## src/rtl/mem_arb_pkg.sv

```systemverilog
// Shared definitions for the RAM port arbiter.
//   OWN_IF / OWN_D   : owner encoding carried in a response tag
//   arb_tag_t        : {valid, owner} tag that travels with each read
//   RAM_LATENCY_MIN/MAX : supported read-latency range
//   flush_tag()      : drops the valid bit of a fetch tag while a flush is active
//   legal_latency()  : pulls a latency parameter into the supported range
package mem_arb_pkg;

    localparam logic OWN_IF = 1'b0;
    localparam logic OWN_D  = 1'b1;

    typedef struct packed {
        logic valid;
        logic owner;
    } arb_tag_t;

    localparam int TAG_W = $bits(arb_tag_t);

    localparam int RAM_LATENCY_MIN = 1;
    localparam int RAM_LATENCY_MAX = 4;

    function automatic arb_tag_t flush_tag(input arb_tag_t tag, input logic flush);
        arb_tag_t result;
        result = tag;
        if (flush && (tag.owner == OWN_IF)) begin
            result.valid = 1'b0;
        end
        return result;
    endfunction

    function automatic int legal_latency(input int lat);
        if (lat < RAM_LATENCY_MIN) begin
            return RAM_LATENCY_MIN;
        end
        if (lat > RAM_LATENCY_MAX) begin
            return RAM_LATENCY_MAX;
        end
        return lat;
    endfunction

endpackage

```

## src/rtl/arb_owner_pipe.sv

```systemverilog
// Owner-tag delay line. A tag written at grant time appears on tag_out
// DEPTH cycles later, aligned with the RAM read data for that grant.
//   clk      : clock
//   reset_n  : synchronous active-low reset, empties the pipe
//   flush    : invalidates every fetch tag, including the one entering now
//   tag_in   : {valid, owner} of this cycle's grant
//   tag_out  : tag leaving the pipe this cycle
module arb_owner_pipe
    import mem_arb_pkg::*;
#(
    parameter int DEPTH = 1
) (
    input  logic             clk,
    input  logic             reset_n,
    input  logic             flush,
    input  logic [TAG_W-1:0] tag_in,
    output logic [TAG_W-1:0] tag_out
);

    arb_tag_t stage [DEPTH];

    always_ff @(posedge clk) begin
        if (!reset_n) begin
            for (int i = 0; i < DEPTH; i++) begin
                stage[i] <= '0;
            end
        end else begin
            stage[0] <= flush_tag(arb_tag_t'(tag_in), flush);
            for (int i = 1; i < DEPTH; i++) begin
                stage[i] <= flush_tag(stage[i-1], flush);
            end
        end
    end

    assign tag_out = stage[DEPTH-1];

endmodule

```

## src/rtl/mem_port_arbiter.sv

```systemverilog
// Shares one synchronous RAM port between instruction fetch (IF) and
// data load/store (D). D wins by default; IF is forced through after
// STARVE_LIMIT consecutive denied cycles. One grant per cycle, read data
// returns RAM_LATENCY cycles later and is steered by an owner tag.
//   clk, reset_n         : clock, synchronous active-low reset
//   if_req/if_addr       : fetch request and byte address
//   if_flush             : discard all in-flight fetch responses
//   if_gnt/if_rvalid/if_rdata : fetch grant and response
//   d_req/d_we/d_be/d_addr/d_wdata : data request
//   d_gnt/d_rvalid/d_rdata : data grant and load response
//   ram_en/ram_we/ram_be/ram_addr/ram_wdata : RAM command (word address)
//   ram_rdata            : RAM read data
module mem_port_arbiter
    import mem_arb_pkg::*;
#(
    parameter int ADDR_W       = 32,
    parameter int DATA_W       = 32,
    parameter int RAM_LATENCY  = 1,
    parameter int STARVE_LIMIT = 4
) (
    input  logic                clk,
    input  logic                reset_n,
    input  logic                if_req,
    input  logic [ADDR_W-1:0]   if_addr,
    input  logic                if_flush,
    output logic                if_gnt,
    output logic                if_rvalid,
    output logic [DATA_W-1:0]   if_rdata,
    input  logic                d_req,
    input  logic                d_we,
    input  logic [DATA_W/8-1:0] d_be,
    input  logic [ADDR_W-1:0]   d_addr,
    input  logic [DATA_W-1:0]   d_wdata,
    output logic                d_gnt,
    output logic                d_rvalid,
    output logic [DATA_W-1:0]   d_rdata,
    output logic                ram_en,
    output logic                ram_we,
    output logic [DATA_W/8-1:0] ram_be,
    output logic [ADDR_W-3:0]   ram_addr,
    output logic [DATA_W-1:0]   ram_wdata,
    input  logic [DATA_W-1:0]   ram_rdata
);

    localparam int BE_W       = DATA_W / 8;
    localparam int CNT_W      = $clog2(STARVE_LIMIT + 1);
    localparam int PIPE_DEPTH = legal_latency(RAM_LATENCY);

    logic [CNT_W-1:0] starve_cnt;
    logic             starved;
    logic             d_win;
    logic             if_win;
    arb_tag_t         tag_in;
    logic [TAG_W-1:0] tag_out_bits;
    arb_tag_t         tag_out;
    logic             resp_live;

    // Byte offset bits are dropped on purpose; alignment is the core's job.
    logic unused_addr_bits;
    assign unused_addr_bits = ^{if_addr[1:0], d_addr[1:0]};

    // Grants are gated by reset_n so nothing reaches the RAM while in reset.
    always_comb begin
        starved = (starve_cnt == CNT_W'(STARVE_LIMIT));
        d_win   = reset_n & d_req & ~(if_req & starved);
        if_win  = reset_n & if_req & ~d_win;
    end

    always_ff @(posedge clk) begin
        if (!reset_n) begin
            starve_cnt <= '0;
        end else if (if_req && !if_win) begin
            if (!starved) begin
                starve_cnt <= starve_cnt + CNT_W'(1);
            end
        end else begin
            starve_cnt <= '0;
        end
    end

    always_comb begin
        ram_en    = 1'b0;
        ram_we    = 1'b0;
        ram_be    = '0;
        ram_addr  = '0;
        ram_wdata = '0;
        if (d_win) begin
            ram_en    = 1'b1;
            ram_we    = d_we;
            ram_be    = d_we ? d_be : {BE_W{1'b1}};
            ram_addr  = d_addr[ADDR_W-1:2];
            ram_wdata = d_we ? d_wdata : '0;
        end else if (if_win) begin
            ram_en    = 1'b1;
            ram_be    = {BE_W{1'b1}};
            ram_addr  = if_addr[ADDR_W-1:2];
        end
    end

    // Stores finish at grant, so only reads carry a valid tag.
    always_comb begin
        tag_in.valid = if_win | (d_win & ~d_we);
        tag_in.owner = d_win ? OWN_D : OWN_IF;
    end

    arb_owner_pipe #(
        .DEPTH (PIPE_DEPTH)
    ) u_owner_pipe (
        .clk     (clk),
        .reset_n (reset_n),
        .flush   (if_flush),
        .tag_in  (tag_in),
        .tag_out (tag_out_bits)
    );

    assign tag_out = arb_tag_t'(tag_out_bits);

    // A fetch response leaving the pipe in the flush cycle is dropped as well.
    always_comb begin
        resp_live = reset_n & tag_out.valid
                  & ~(if_flush & (tag_out.owner == OWN_IF));
        if_rvalid = resp_live & (tag_out.owner == OWN_IF);
        d_rvalid  = resp_live & (tag_out.owner == OWN_D);
        if_rdata  = if_rvalid ? ram_rdata : '0;
        d_rdata   = d_rvalid  ? ram_rdata : '0;
        if_gnt    = if_win;
        d_gnt     = d_win;
    end

endmodule
```

## config.mk

```make
export PLATFORM = sky130hd
export DESIGN_NAME = mem_port_arbiter
export DESIGN_NICKNAME = d
export VERILOG_FILES = /design/src/rtl/mem_arb_pkg.sv /design/src/rtl/arb_owner_pipe.sv /design/src/rtl/mem_port_arbiter.sv
export SDC_FILE = /design/constraint.sdc
export NUM_CORES = 1
export LEC_CHECK = 0
export BUFFER_PORTS_ARGS = -buffer_cell sky130_fd_sc_hd__buf_2
export CORE_AREA = 2 2 108 110
export DETAILED_ROUTE_END_ITERATION = 16
export DIE_AREA = 0 0 110 112
export HOLD_SLACK_MARGIN = 0.12
export PLACE_DENSITY = 0.51
export SLEW_MARGIN = 10
export SYNTH_ARGS = -nofsm -noshare
export SYNTH_HDL_FRONTEND = slang
export SYNTH_HIERARCHICAL = 1
export SYNTH_SLANG_ARGS = --single-unit
export TNS_END_PERCENT = 50
```

## constraint.sdc

```tcl
create_clock -name clk -period 1.9 [get_ports clk]
set_clock_uncertainty 0.2 [all_clocks]
set_input_delay 0.38 -clock clk [delete_from_list [all_inputs] [get_ports clk]]
set_output_delay 0.38 -clock clk [all_outputs]
set_load 0.01 [all_outputs]
```

==> results of run 1 <==
## metal layers
metal	GRT usage	part of all wire
met4	0.0211	0.0034
met2	0.234	0.54
met1	0.126	0.35
met5	0	0
met3	0.0222	0.10
## logic make-up after synthesis
logic type,share of synthesized area
buffers and inverters,0.116
AOI/OAI and AO/OA,0.193
DFF,0.0593
and+or+nand+nor,0.617
adders and majority gates,0.0148
## worst register-to-register path, stage by stage (launching register included)
cell	delay (ns)
dfxtp_2	0.31
inv_2	0.06
ha_4	0.13
and3_4	0.27
buf_12	0.20
o21a_1	0.17
nand2_1	0.07
a21oi_2	0.10
## report_power, final
part           internal, µW  leakage [µW]  switching, µW
Sequential              109     0.0000416           1.37
Combinational           268       0.00194            229
Clock                   278     0.0000382           67.7
## synth_stat cells, drive strengths merged
library cell,number
and2,65
a21oi,2
and4bb,1
and3,2
nand2b,1
inv,3
buf,20
nand2,3
dfxtp,5
ha,2
nor2,3
o31a,4
nand3,62
nor3b,33
o21a,2
or3b,1
o22ai,30
and4,1
clkbuf,16
a21boi,1
## metrics by stage
stage | area, µm² | setup WS, ns | hold WS, ns
2_1_floorplan | 1690 | -0.0423 | 0.224
3_5_place_dp | 3350 | -0.0448 | 0.311
3_3_place_gp | 3350 | -0.0184 | 0.307
4_1_cts | 3550 | -0.222 | 0.144
6_report | 3620 | -0.203 | 0.146
5_1_grt | 3620 | -0.263 | 0.161
## cell type report
cell class,count,area share
antenna,1,0.000691
clock buffer,4,0.0218
inverter,3,0.00311
multi-input combinational,213,0.432
sequential,5,0.0283
tap,143,0.0494
timing repair buffer,296,0.464
## how the worst max path moves through the flow
stage	cells past startpoint	slack, ns	start	to
global placement	6	-0.02	d_req	ram_be[3]
CTS	6	-0.22	starve_cnt[1]	ram_be[3]
floorplan	6	-0.04	starve_cnt[0]	ram_wdata[10]
detailed placement	6	-0.04	starve_cnt[0]	ram_wdata[9]
global route	6	-0.26	starve_cnt[1]	ram_wdata[13]
finish	6	-0.20	starve_cnt[1]	ram_be[3]
## cells in the final DEF (no fill, tap or decap), types with 2 or more instances in the layout
master	synthesis	final
and2_1	65	60
and2_4	0	5
buf_12	0	9
buf_2	16	268
buf_4	0	13
buf_6	4	5
clkbuf_16	0	3
dfxtp_1	5	3
dfxtp_2	0	2
inv_2	0	2
nand2_1	3	3
nand3_1	62	62
nor2_2	0	2
nor3b_1	33	8
nor3b_2	0	24
o21a_1	2	2
o22ai_1	20	19
o22ai_2	10	11
o31a_1	4	4
## registers in the layout (all words and copies together), names as in the netlist
register	cells
starve_cnt	3
u_owner_pipe/stage	2
## timing repair
action,CTS,global route
endpoints found under the setup margin,69,108
endpoints found under the hold margin,0,0
pin swaps,16,3
gates resized for setup,28,18
==> metrics.txt, run 1 <==
gpl congestion=about 0.76; Synth Warn #=6; Crit path buffers/inverters=3; Slew HR=0.857; FMAX=476 MHz; worst reg-to-reg path cell count=7; Tot Pwr=953 µW; clock root cell=clkbuf_16; H-tree levels=1; ranking of synthesized cells by area=and2_1 24%, nand3_1 18%, nor3b_1 15%, o22ai_1 7.4%, o22ai_2 7.4%; post-DP HPWL=6.90 mm; hold path endpoint=u_owner_pipe/stage[0][1]; Final Max Tran Viols=0; Nets=approximately 660; CP cell instances=inv_2 -> ha_4 -> and3_4 -> buf_6 -> o31a_1 -> buf_2; # Post-CTS Setup Buffers=0; #FFs+latches synth=5; Layout Cells excl Fill=665; hold violation count in the final report=0; detailed router's first-iteration violation count=89; Initial Util=0.151; Setup Viol. Count Final=69; DRT Wirelength=around 8 mm; CTS Buf Count=3; worst-margin pin slew=0.215 ns; DRC Markers=0; Synth area leader=and2_1; setup_tns=-10.77 ns; ANT nets after route=0; register area share after synthesis=0.0593; post-DR wirelength/cell=12.4 µm; final setup margin=-0.203 ns; FP Rows=39; CP startpoint kind=flip-flop; floorplan die width=around 110 µm; Clock Latency Late Sink=0.23 ns; max-cap violations=0; hold_sp=if_flush; Cells after Synth=257; Synth cell types=24; Post-Route Utilization=0.324; status=finished, violations left; syn_area_per_cell=6.57 µm²; antenna violations before repair=1; vias in the first global route=2627; largest net degree at the start of global routing=36; Initial DRT Pass Iterations=4; vias post-DR=2937; critical path's top delay family=flip-flops; HP Class=in2reg; core area=11200 µm²; Die Ht=about 110 µm; maximum root-to-sink buffer count=2; Crit. End Element=primary output; failing checks=negative setup slack; Data arrival, critical path=between 1.5 and 2 ns; worst ir drop on vdd=0.000210 V; Worst Path Required=1.32 ns; pwr dens=263 nW/µm²; Crit Path Class=reg2out; Synth top area share=0.241; Hold Path Stages=2; multi-input combinational cell area=1570 µm²; Post-Syn Area=about 1700 µm²; r2r endpoint=u_owner_pipe/stage[0][1]; layout cells sized above 1=0.676; Post-Syn Nets=397; min Tclk post-route=2.10 ns; Post-CTS Hold Fix Bufs=0; vias per inst=around 4.4; crit path max fanout=6; Worst R2R Setup Slack=0.32 ns; top-level I/O count=274; peak per-stage delay on the critical path=about 0.32 ns; RSZ-0062 raised after global routing=true; Die Area=12300 µm²; Area Overhead vs Synth=115%; Leakage=0.00202 µW; Clk pin slew, worst setup/hold paths=0.03 ns; first-pass GRT wire length=roughly 12 mm; fill cell count=about 1.2k; Final Cycle Share=1.11; total area of sequential cells=slightly above 100 µm²; reg2reg start=starve_cnt[1]; Remaining Overflow, GRT=0; Total Routing Usage GR=0.118; Critical-path top delay cell=dfxtp_2; dpl cells=660; Port Buffers=269; CTS tree=built; # clock sinks=5
(Power assumes the default switching activity.)
==> run 2, diff against run 1 <==
--- a/config.mk
+++ b/config.mk
@@ -5,15 +5,16 @@
 export SDC_FILE = /design/constraint.sdc
 export NUM_CORES = 1
 export LEC_CHECK = 0
+export ABC_CLOCK_PERIOD_IN_PS = 1900
 export BUFFER_PORTS_ARGS = -buffer_cell sky130_fd_sc_hd__buf_2
 export CORE_AREA = 2 2 108 110
 export DETAILED_ROUTE_END_ITERATION = 16
 export DIE_AREA = 0 0 110 112
 export HOLD_SLACK_MARGIN = 0.12
 export PLACE_DENSITY = 0.51
+export SETUP_SLACK_MARGIN = 0.02
 export SLEW_MARGIN = 10
 export SYNTH_ARGS = -nofsm -noshare
 export SYNTH_HDL_FRONTEND = slang
 export SYNTH_HIERARCHICAL = 1
 export SYNTH_SLANG_ARGS = --single-unit
-export TNS_END_PERCENT = 50
==> run 2 against run 1 <==
The flow still finishes with violations (negative setup slack); setup slack got worse by 0.039 ns; die area unchanged; largest power group unchanged; cell count grew 2.6%; largest cell class unchanged.
==> metrics.txt, run 2 (synthesis results as in run 1) <==
status=finished, violations left; failing checks=negative setup slack; final setup margin=-0.242 ns; switching share of power=0.323; core area=roughly 11000 µm²; FP Rows=39; Worst R2R Setup Slack=0.25 ns; registers with the most flip-flops=starve_cnt (3), u_owner_pipe/stage (2); DRT met1 WL=3.63 mm; sequential share of power=0.105; Area Overhead vs Synth=163%; H-tree levels=1; Switch Pwr=between 300 and 400 µW; largest net degree at the start of global routing=38; Leakage=0.00226 µW; min Tclk post-route=2.14 ns; Crit. End Element=primary output; worst ir drop on vdd=0.000213 V; wire length on met3=~920 µm; antenna violations before repair=0; Clock Latency Late Sink=between 0.2 and 0.25 ns; ANT nets after route=0; Final Cycle Share=1.13; met2 routed WL=5.77 mm; vias post-DR=3096; gpl congestion=0.824; layout cells sized above 1=0.779; FMAX=467 MHz; Setup WS pre-CTS=-0.0833 ns; DRT Wirelength=10.4 mm; Post-CTS Hold Fix Bufs=0; Crit Path Class=reg2out; top-level I/O count=274; Slew HR=0.836; combinational power share=0.565; vias per inst=4.54; # clock sinks=5; total area of sequential cells=104 µm²; pwr dens=roughly 240 nW/µm²; post-DR wirelength/cell=approximately 15 µm; Tot Pwr=1060 µW; Clk pin slew, worst setup/hold paths=~0.040 ns; vias in the first global route=roughly 2.7k; CP startpoint kind=flip-flop; fill cell count=1127; crit path max fanout=7; Setup Viol. Count Final=90; Remaining Overflow, GRT=0; detailed router's first-iteration violation count=78; Final Max Tran Viols=0; DRC Markers=0; ANT cells=0; Nets=between 600 and 700; HP Class=in2reg; Port Buffers=269; Initial DRT Pass Iterations=4; Clk network pwr share=0.331; max reg flops=3; floorplan die width=around 110 µm; maximum root-to-sink buffer count=2; commonest non-fill, non-tap cells in the layout=236 x buf_2, 62 x nand3_1, 37 x buf_6; Pint=715 µW; CTS tree=built; hold violation count in the final report=0; Initial Util=0.151; Data arrival, critical path=roughly 1.6 ns; Die Area=12300 µm²; Total Routing Usage GR=0.130; Die Ht=between 100 and 150 µm; first-pass GRT wire length=about 13 mm; worst-margin pin slew=0.245 ns; RSZ-0062 raised after global routing=true; CTS Buf Count=3; post-DP HPWL=6.95 mm; Worst Path Required=1.32 ns; Largest Register=starve_cnt; clock root cell=clkbuf_16; most common cell after layout, fill and taps aside=buf_2; multi-input combinational cell area=around 1800 µm²; max-cap violations=0; highest metal used=met4
-- run 2: changes by cell type in the layout (fill, tap and decap cells not counted), moves of 5 or more --
| cell | before | now |
|---|---|---|
| o22ai_4 | 0 | 5 |
| and2_4 | 5 | 30 |
| o22ai_1 | 19 | 0 |
| and2_1 | 60 | 35 |
| clkbuf_16 | 3 | 10 |
| o22ai_2 | 11 | 25 |
| buf_6 | 5 | 37 |
| buf_2 | 268 | 236 |
-- run 2: per-layer routing --
layer  track usage  vias to the layer above
li1              -                     1483
met1         0.135                     1432
met2         0.260                      170
met3        0.0304                       11
met4        0.0211                        0
met5             0                        -
-- run 2: final cells by class --
type,count,share of cell area
sequential,5,0.0234
clock buffer,4,0.0177
tap,143,0.0402
inverter,3,0.00253
timing repair buffer,313,0.504
multi-input combinational,214,0.412
-- run 2: worst paths after layout --
check / start / endpoint / cells past startpoint
max reg2reg: starve_cnt[1] / u_owner_pipe/stage[0][0] / 7
max: starve_cnt[0] / ram_be[1] / 6
min: if_flush / u_owner_pipe/stage[0][1] / 2
min reg2reg: starve_cnt[0] / starve_cnt[0] / 2
-- run 2: timing repair --
action,in CTS,in global routing
gates resized for setup,28,127
buffers inserted,4,2
gates cloned,4,11
pin swaps,8,75
endpoints found under the setup margin,75,100
-- run 2: critical path: stages, from the launching register on --
cell and delay, ns:
dfxtp_2 0.33, inv_2 0.04, ha_4 0.17, and3_4 0.23
buf_8 0.15, o31a_1 0.26, buf_2 0.14
-- run 2: power by group through the flow --
stage / Clock (µW) / Sequential, µW / Combinational [µW]
5_1_grt: 366 / 111 / 644
6_report: 349 / 111 / 596
2_1_floorplan: 0 / 111 / 210
4_1_cts: 349 / 110 / 539
3_3_place_gp: 0 / 111 / 482
3_5_place_dp: 0 / 111 / 488
-- run 2: metrics by stage --
step,TNS [ns],area (µm²),hold slack (ns),instances,utilization
2_1_floorplan,-0.167,1700,0.224,257,-
3_5_place_dp,-1.66,3350,0.311,660,0.300
5_1_grt,-16.56,4450,0.160,682,0.398
6_report,-11.68,4450,0.157,682,0.398
3_3_place_gp,-1.51,3350,0.306,660,0.300
4_1_cts,-13.04,3720,0.153,672,0.333
